## src/rtl/debounce_edge.sv

```systemverilog
// Two-flop synchronizer plus stability-counter debouncer for a raw asynchronous level.
// Produces a clean registered level q and single-cycle rise/fall pulses on acceptance.
module debounce_edge #(
  parameter int unsigned DEBOUNCE = 50000,
  parameter int unsigned CNT_W    = 16,
  parameter logic        RST_VAL  = 1'b0
) (
  input  logic clk,
  input  logic r,
  input  logic en,
  input  logic din,
  output logic q,
  output logic rise,
  output logic fall
);

  // Count value at which a sustained difference is accepted.
  localparam logic [CNT_W-1:0] CNT_LAST = CNT_W'(DEBOUNCE - 1);

  logic             sync1_q, sync1_d;
  logic             sync2_q, sync2_d;
  logic             q_q, q_d;
  logic             rise_q, rise_d;
  logic             fall_q, fall_d;
  logic [CNT_W-1:0] cnt_q, cnt_d;

  // Next-state: counter clears on disable, on match and on acceptance; it never wraps.
  always_comb begin
    sync1_d = din;
    sync2_d = sync1_q;
    q_d     = q_q;
    cnt_d   = '0;
    rise_d  = 1'b0;
    fall_d  = 1'b0;
    if (en && (sync2_q != q_q)) begin
      if (cnt_q == CNT_LAST) begin
        q_d    = sync2_q;
        rise_d = sync2_q;
        fall_d = ~sync2_q;
      end else begin
        cnt_d = cnt_q + CNT_W'(1);
      end
    end
  end

  // Reset forces q without producing a pulse.
  always_ff @(posedge clk or negedge r) begin
    if (!r) begin
      sync1_q <= RST_VAL;
      sync2_q <= RST_VAL;
      q_q     <= RST_VAL;
      cnt_q   <= '0;
      rise_q  <= 1'b0;
      fall_q  <= 1'b0;
    end else begin
      sync1_q <= sync1_d;
      sync2_q <= sync2_d;
      q_q     <= q_d;
      cnt_q   <= cnt_d;
      rise_q  <= rise_d;
      fall_q  <= fall_d;
    end
  end

  assign q    = q_q;
  assign rise = rise_q;
  assign fall = fall_q;

endmodule

```

## config.mk

```make
export PLATFORM = sky130hd
export DESIGN_NAME = debounce_edge
export DESIGN_NICKNAME = d
export VERILOG_FILES = /design/src/rtl/debounce_edge.sv
export SDC_FILE = /design/constraint.sdc
export NUM_CORES = 1
export LEC_CHECK = 0
export BUFFER_PORTS_ARGS = -buffer_cell sky130_fd_sc_hd__buf_4
export CORE_UTILIZATION = 30
export CTS_CLUSTER_DIAMETER = 60
export CTS_CLUSTER_SIZE = 14
export DETAILED_ROUTE_END_ITERATION = 7
export HOLD_SLACK_MARGIN = 0.15
export PLACE_DENSITY_LB_ADDON = 0.3
export SLEW_MARGIN = 20
export SYNTH_ARGS = -nofsm -noshare
export SYNTH_HDL_FRONTEND = slang
export SYNTH_SLANG_ARGS = --single-unit
```

## constraint.sdc

```tcl
create_clock -name clk -period 2.09 [get_ports clk]
set_input_delay 0.209 -clock clk [delete_from_list [all_inputs] [get_ports clk]]
set_output_delay 0.209 -clock clk [all_outputs]
set_load 0.005 [all_outputs]
```

== Word level (Yosys, flattened, before mapping) ==
Index checks and enable logic that the tools add are counted.
Cells by class
  add/sub/neg operators: 1
  equality and inequality tests: 2
  muxes and demuxes: 6
  bitwise gates (word level): 1
  reductions and logical operators: 2
Operator list (count)
  16-bit two-way mux: 2
  16-bit by 1-bit adder with 16-bit output, second input constant: 1
  16-bit equality test, second input constant: 1
  1-bit two-way mux: 4
  2-bit AND reduction: 1
  1-bit logical AND: 1
  1-bit inequality test: 1
  1-bit inverter: 1
Word-level totals
  register bits: 21
  bits of input ports: 4
  logic and storage cells: 18

== Longest topological paths before layout ==
  depth after elaboration: 3
  mapped depth: 7
  mapped depth without buffers: 5

== Worst setup path after synthesis ==
Ideal clock, no wire load.
  path kind: flip-flop to flip-flop
  start: register cnt_q[0]
  end: register q_q (netlist: q)
  setup time: 0.125 ns
  data arrival time: 1.525 ns
  setup slack: 0.440 ns
  cell stages (with the launch flop): 7
  buffers on the path: 1
  cells stage by stage: dfrtp_1 > ha_1 > and3_2 > clkbuf_1 > nand4_1 > nor2_1 > mux2_2
On the way
  longest elaborated chain between the ends: 2
RTL lines
  start, declared: RTL line 25  | logic [CNT_W-1:0] cnt_q, cnt_d;
  start signal, assigned: RTL line 59  | cnt_q <= cnt_d;
  16-bit equality test: RTL line 36  | if (cnt_q == CNT_LAST) begin
  2-bit AND reduction (no line)
  end signal, assigned: RTL line 58  | q_q <= q_d;
  end, declared: RTL line 22  | logic q_q, q_d;
Every way passes these cells.
A chain may end at the register's enable or synchronous reset.

== Final worst setup path ==
  start: register cnt_q[0]
  end: register cnt_q[3]
On the way
  longest elaborated chain between the ends: 3
  elaborated cells between the ends (all ways): 4
  classes of those cells: 1 x add/sub; 1 x eq/ne; 2 x mux
RTL lines
  16-bit by 1-bit adder with 16-bit output or 16-bit equality test (tied branches): RTL line 41, 36
  16-bit two-way mux *: RTL line 36
  16-bit two-way mux *: RTL line 35  | if (en && (sync2_q != q_q)) begin
  via cnt_d[3]: RTL line 25
The timed path passes the listed nets; every way through them passes the cells marked *.

==> reports/qor.csv <==
stage;metric;value;unit
min_path;worst min path class;input port to register;
grt;initial antenna violation count;0;
layout;final instance area;1110;um^2
placement;GPL Wtd Cong;0.780;
floorplan;Die Wd;58.9;um
worst_setup_path;Reg2Reg Depth;6;
grt;first-pass GRT wire length;2.96;mm
layout;Fill cells;318;
cts;Reg clk slew, reported paths;0.11;ns
synthesis;post-synthesis net count;99;
timing;worst-margin pin slew;0.314;ns
timing;fin crit period;1.67;ns
worst_setup_path;type of origin of the critical path;register;
route;Post-route DRC;0;
floorplan;die area;3460;um^2
timing;Final Skew;0.00287;ns
timing;final hold violations;0;
pwr;Leakage;0.452;nW
layout;Ant. Diodes;0;
timing;Rel. slew slack;0.789;
synthesis;Cell variety after synth;28;
timing;max-slew violations;0;
min_path;hold path cells;3;
cts;CTS tree;built;
timing;crit share post-route;0.799;
worst_setup_path;kind of critical path;register to register;
floorplan;# rows;20;
timing;setup TNS;0;ns
synthesis;post-synthesis sequential area ratio;0.542;
cts;maximum root-to-sink buffer count;2;
worst_setup_path;WP data arrival;1.91;ns
timing;Setup-failing EPs final;0;
route;routed vias/inst;4.70;
route;Routed WL per cell;11.5;um
timing;RSZ-0062 raised after global routing;false;
cts;clk root buf;clkbuf_4;
cts;Clock Sinks;21;
status;status;completed;
grt;vias in the first global route;665;
placement;port bufs;6;
pwr;pwr/cell area;561;nW/um^2
layout;footprint of the multi-input gates;428;um^2
synthesis;Syn Area/Cell;10.3;um^2
floorplan;Initial Util;0.318;
timing;Fmax;599;MHz
layout;Syn-to-layout area delta;15.0;%
placement;Cell Area, Placed;1070;um^2
layout;layout cell share with drive strength beyond 1;0.143;
layout;Register Area;526;um^2
layout;most frequent cells in the layout;dfrtp_1 (21), nor2_1 (15), nand3_1 (8);
run;number of max-cap violations;0;
cts;latest clock arrival within the worst-skew pair;0.29;ns
synthesis;post-synthesis cell area;970;um^2
grt;largest net degree at the start of global routing;22;
floorplan;core area;3050;um^2
layout;Total Nets Final;111;
route;DR pass1 iterations;4;
grt;GR Overflow Total;0;
floorplan;DIE HEIGHT;58.9;um
floorplan;Top Ports;7;
route;number of DRC markers in iteration 0;35;
worst_setup_path;Critical Path Fanout Max;9;
cts;CTS H-tree depth;1;
route;via count;701;
layout;most common cell after layout, fill and taps aside;dfrtp_1;
synthesis;yosys warns;0;
route;Total Wirelength;1.71;mm
route;DRT antenna net count;0;
synthesis;Mapped Cells;94;
cts;cts bufs inserted;3;
grt;Tot GR Track Use;0.116;
worst_setup_path;Crit. End Element;register;
pwr;Peak VDD IR;0.144;mV
worst_setup_path;WP data required;2.33;ns
synthesis;Yosys reg bits;21;
placement;HPWL Detailed;1.24;mm
==> metal layers <==
metal  vias to the layer above  GRT usage  wire length (um)
met4                         0     0.0714                24
met1                       338      0.142               808
met5                         -          0                 0
met2                         8      0.195               848
li1                        353          -                 -
met3                         2     0.0132                27
==> cells in the mapped netlist <==
library cell   n  area, um^2
nand3_2        1        10.0
nand2_1        7        26.3
clkbuf_1       1        3.75
ha_1           1        12.5
nand4_2        1        12.5
mux2_2         1        11.3
nor4bb_1       2        20.0
and3_2         1        7.51
xnor2_1        6        52.6
nand3_1        8        40.0
and3_1         1        6.26
dfrtp_1       21         526
xor2_1         6        52.6
or2_4          1        8.76
nor2_1        15        56.3
nor4b_1        1        8.76
and4_1         1        8.76
buf_2          1        5.00
or3_1          1        6.26
nor4_1         2        12.5
a21oi_1        3        15.0
inv_1          2        7.51
and2_1         1        6.26
o21ai_0        1        5.00
nor3_1         3        15.0
nand4_1        3        18.8
or4_1          1        7.51
o31ai_1        1        7.51
==> stage by stage <==
step                       util  setup slack [ns]  total power, mW  hold slack (ns)  std cells
after detailed placement  0.350             0.425            0.444            0.106        143
final                     0.365             0.419            0.625            0.190        149
after floorplan               -             0.440            0.428          -0.0866         94
after CTS                 0.365             0.388            0.641            0.173        149
after global routing      0.365             0.272            0.663            0.194        149
after global placement    0.350             0.418            0.443            0.101        143
==> power by group <==
part           switching (mW)  leakage [nW]  internal (mW)  total [mW]
combinational          0.0156         0.149        0.00949      0.0251
sequential            0.00297         0.288          0.410       0.413
clock                   0.113        0.0150         0.0743       0.188
total                   0.132         0.452          0.494       0.625
==> what timing repair did <==
| action | CTS | global route |
|---|---|---|
| resized for setup | 0 | 0 |
| hold buffers | 2 | 0 |
| endpoints found under the hold margin | 22 | 0 |
| setup buffers | 0 | 0 |
==> flip-flops by register name, indices dropped and copies added, names as in the netlist <==
name and count:
cnt_q 16, fall 1, q 1, rise 1, sync1_q 1, sync2_q 1
==> worst max-delay path: stages, from the launching register on <==
cell and delay, ns:
dfrtp_1 0.43, ha_1 0.24, and3_2 0.26, nand4_1 0.12, nand3_1 0.21, buf_4 0.24, nor2_1 0.11
==> final cells by class <==
class | count | share of cell area
Sequential cell | 21 | 0.471
Multi-Input combinational cell | 69 | 0.384
Timing Repair Buffer | 9 | 0.0651
Tap cell | 44 | 0.0494
Clock buffer | 4 | 0.0236
Inverter | 2 | 0.00673
==> worst paths after layout <==
path                                            end               start  slack, ns
worst max-delay path             cnt_q[3]$_DFF_PN0_  cnt_q[0]$_DFF_PN0_       0.42
worst min-delay path             cnt_q[2]$_DFF_PN0_                  en       0.19
worst max register to register   cnt_q[3]$_DFF_PN0_  cnt_q[0]$_DFF_PN0_       0.42
worst min register to register    sync2_q$_DFF_PN0_   sync1_q$_DFF_PN0_       0.36
max in group asynchronous        cnt_q[0]$_DFF_PN0_                   r       1.57
min in group asynchronous       cnt_q[12]$_DFF_PN0_                   r       0.32
==> cell families after synthesis <==
logic type,count (synthesis),share of synthesized area
AND/OR/NAND/NOR,50,0.280
flip-flops,21,0.542
XOR/XNOR,12,0.108
AO/OA/AOI/OAI,5,0.0284
buffers and inverters,4,0.0168
multiplexers,1,0.0116
adder cells (fa/ha/maj),1,0.0129
Power figures use the tool's default switching activity.
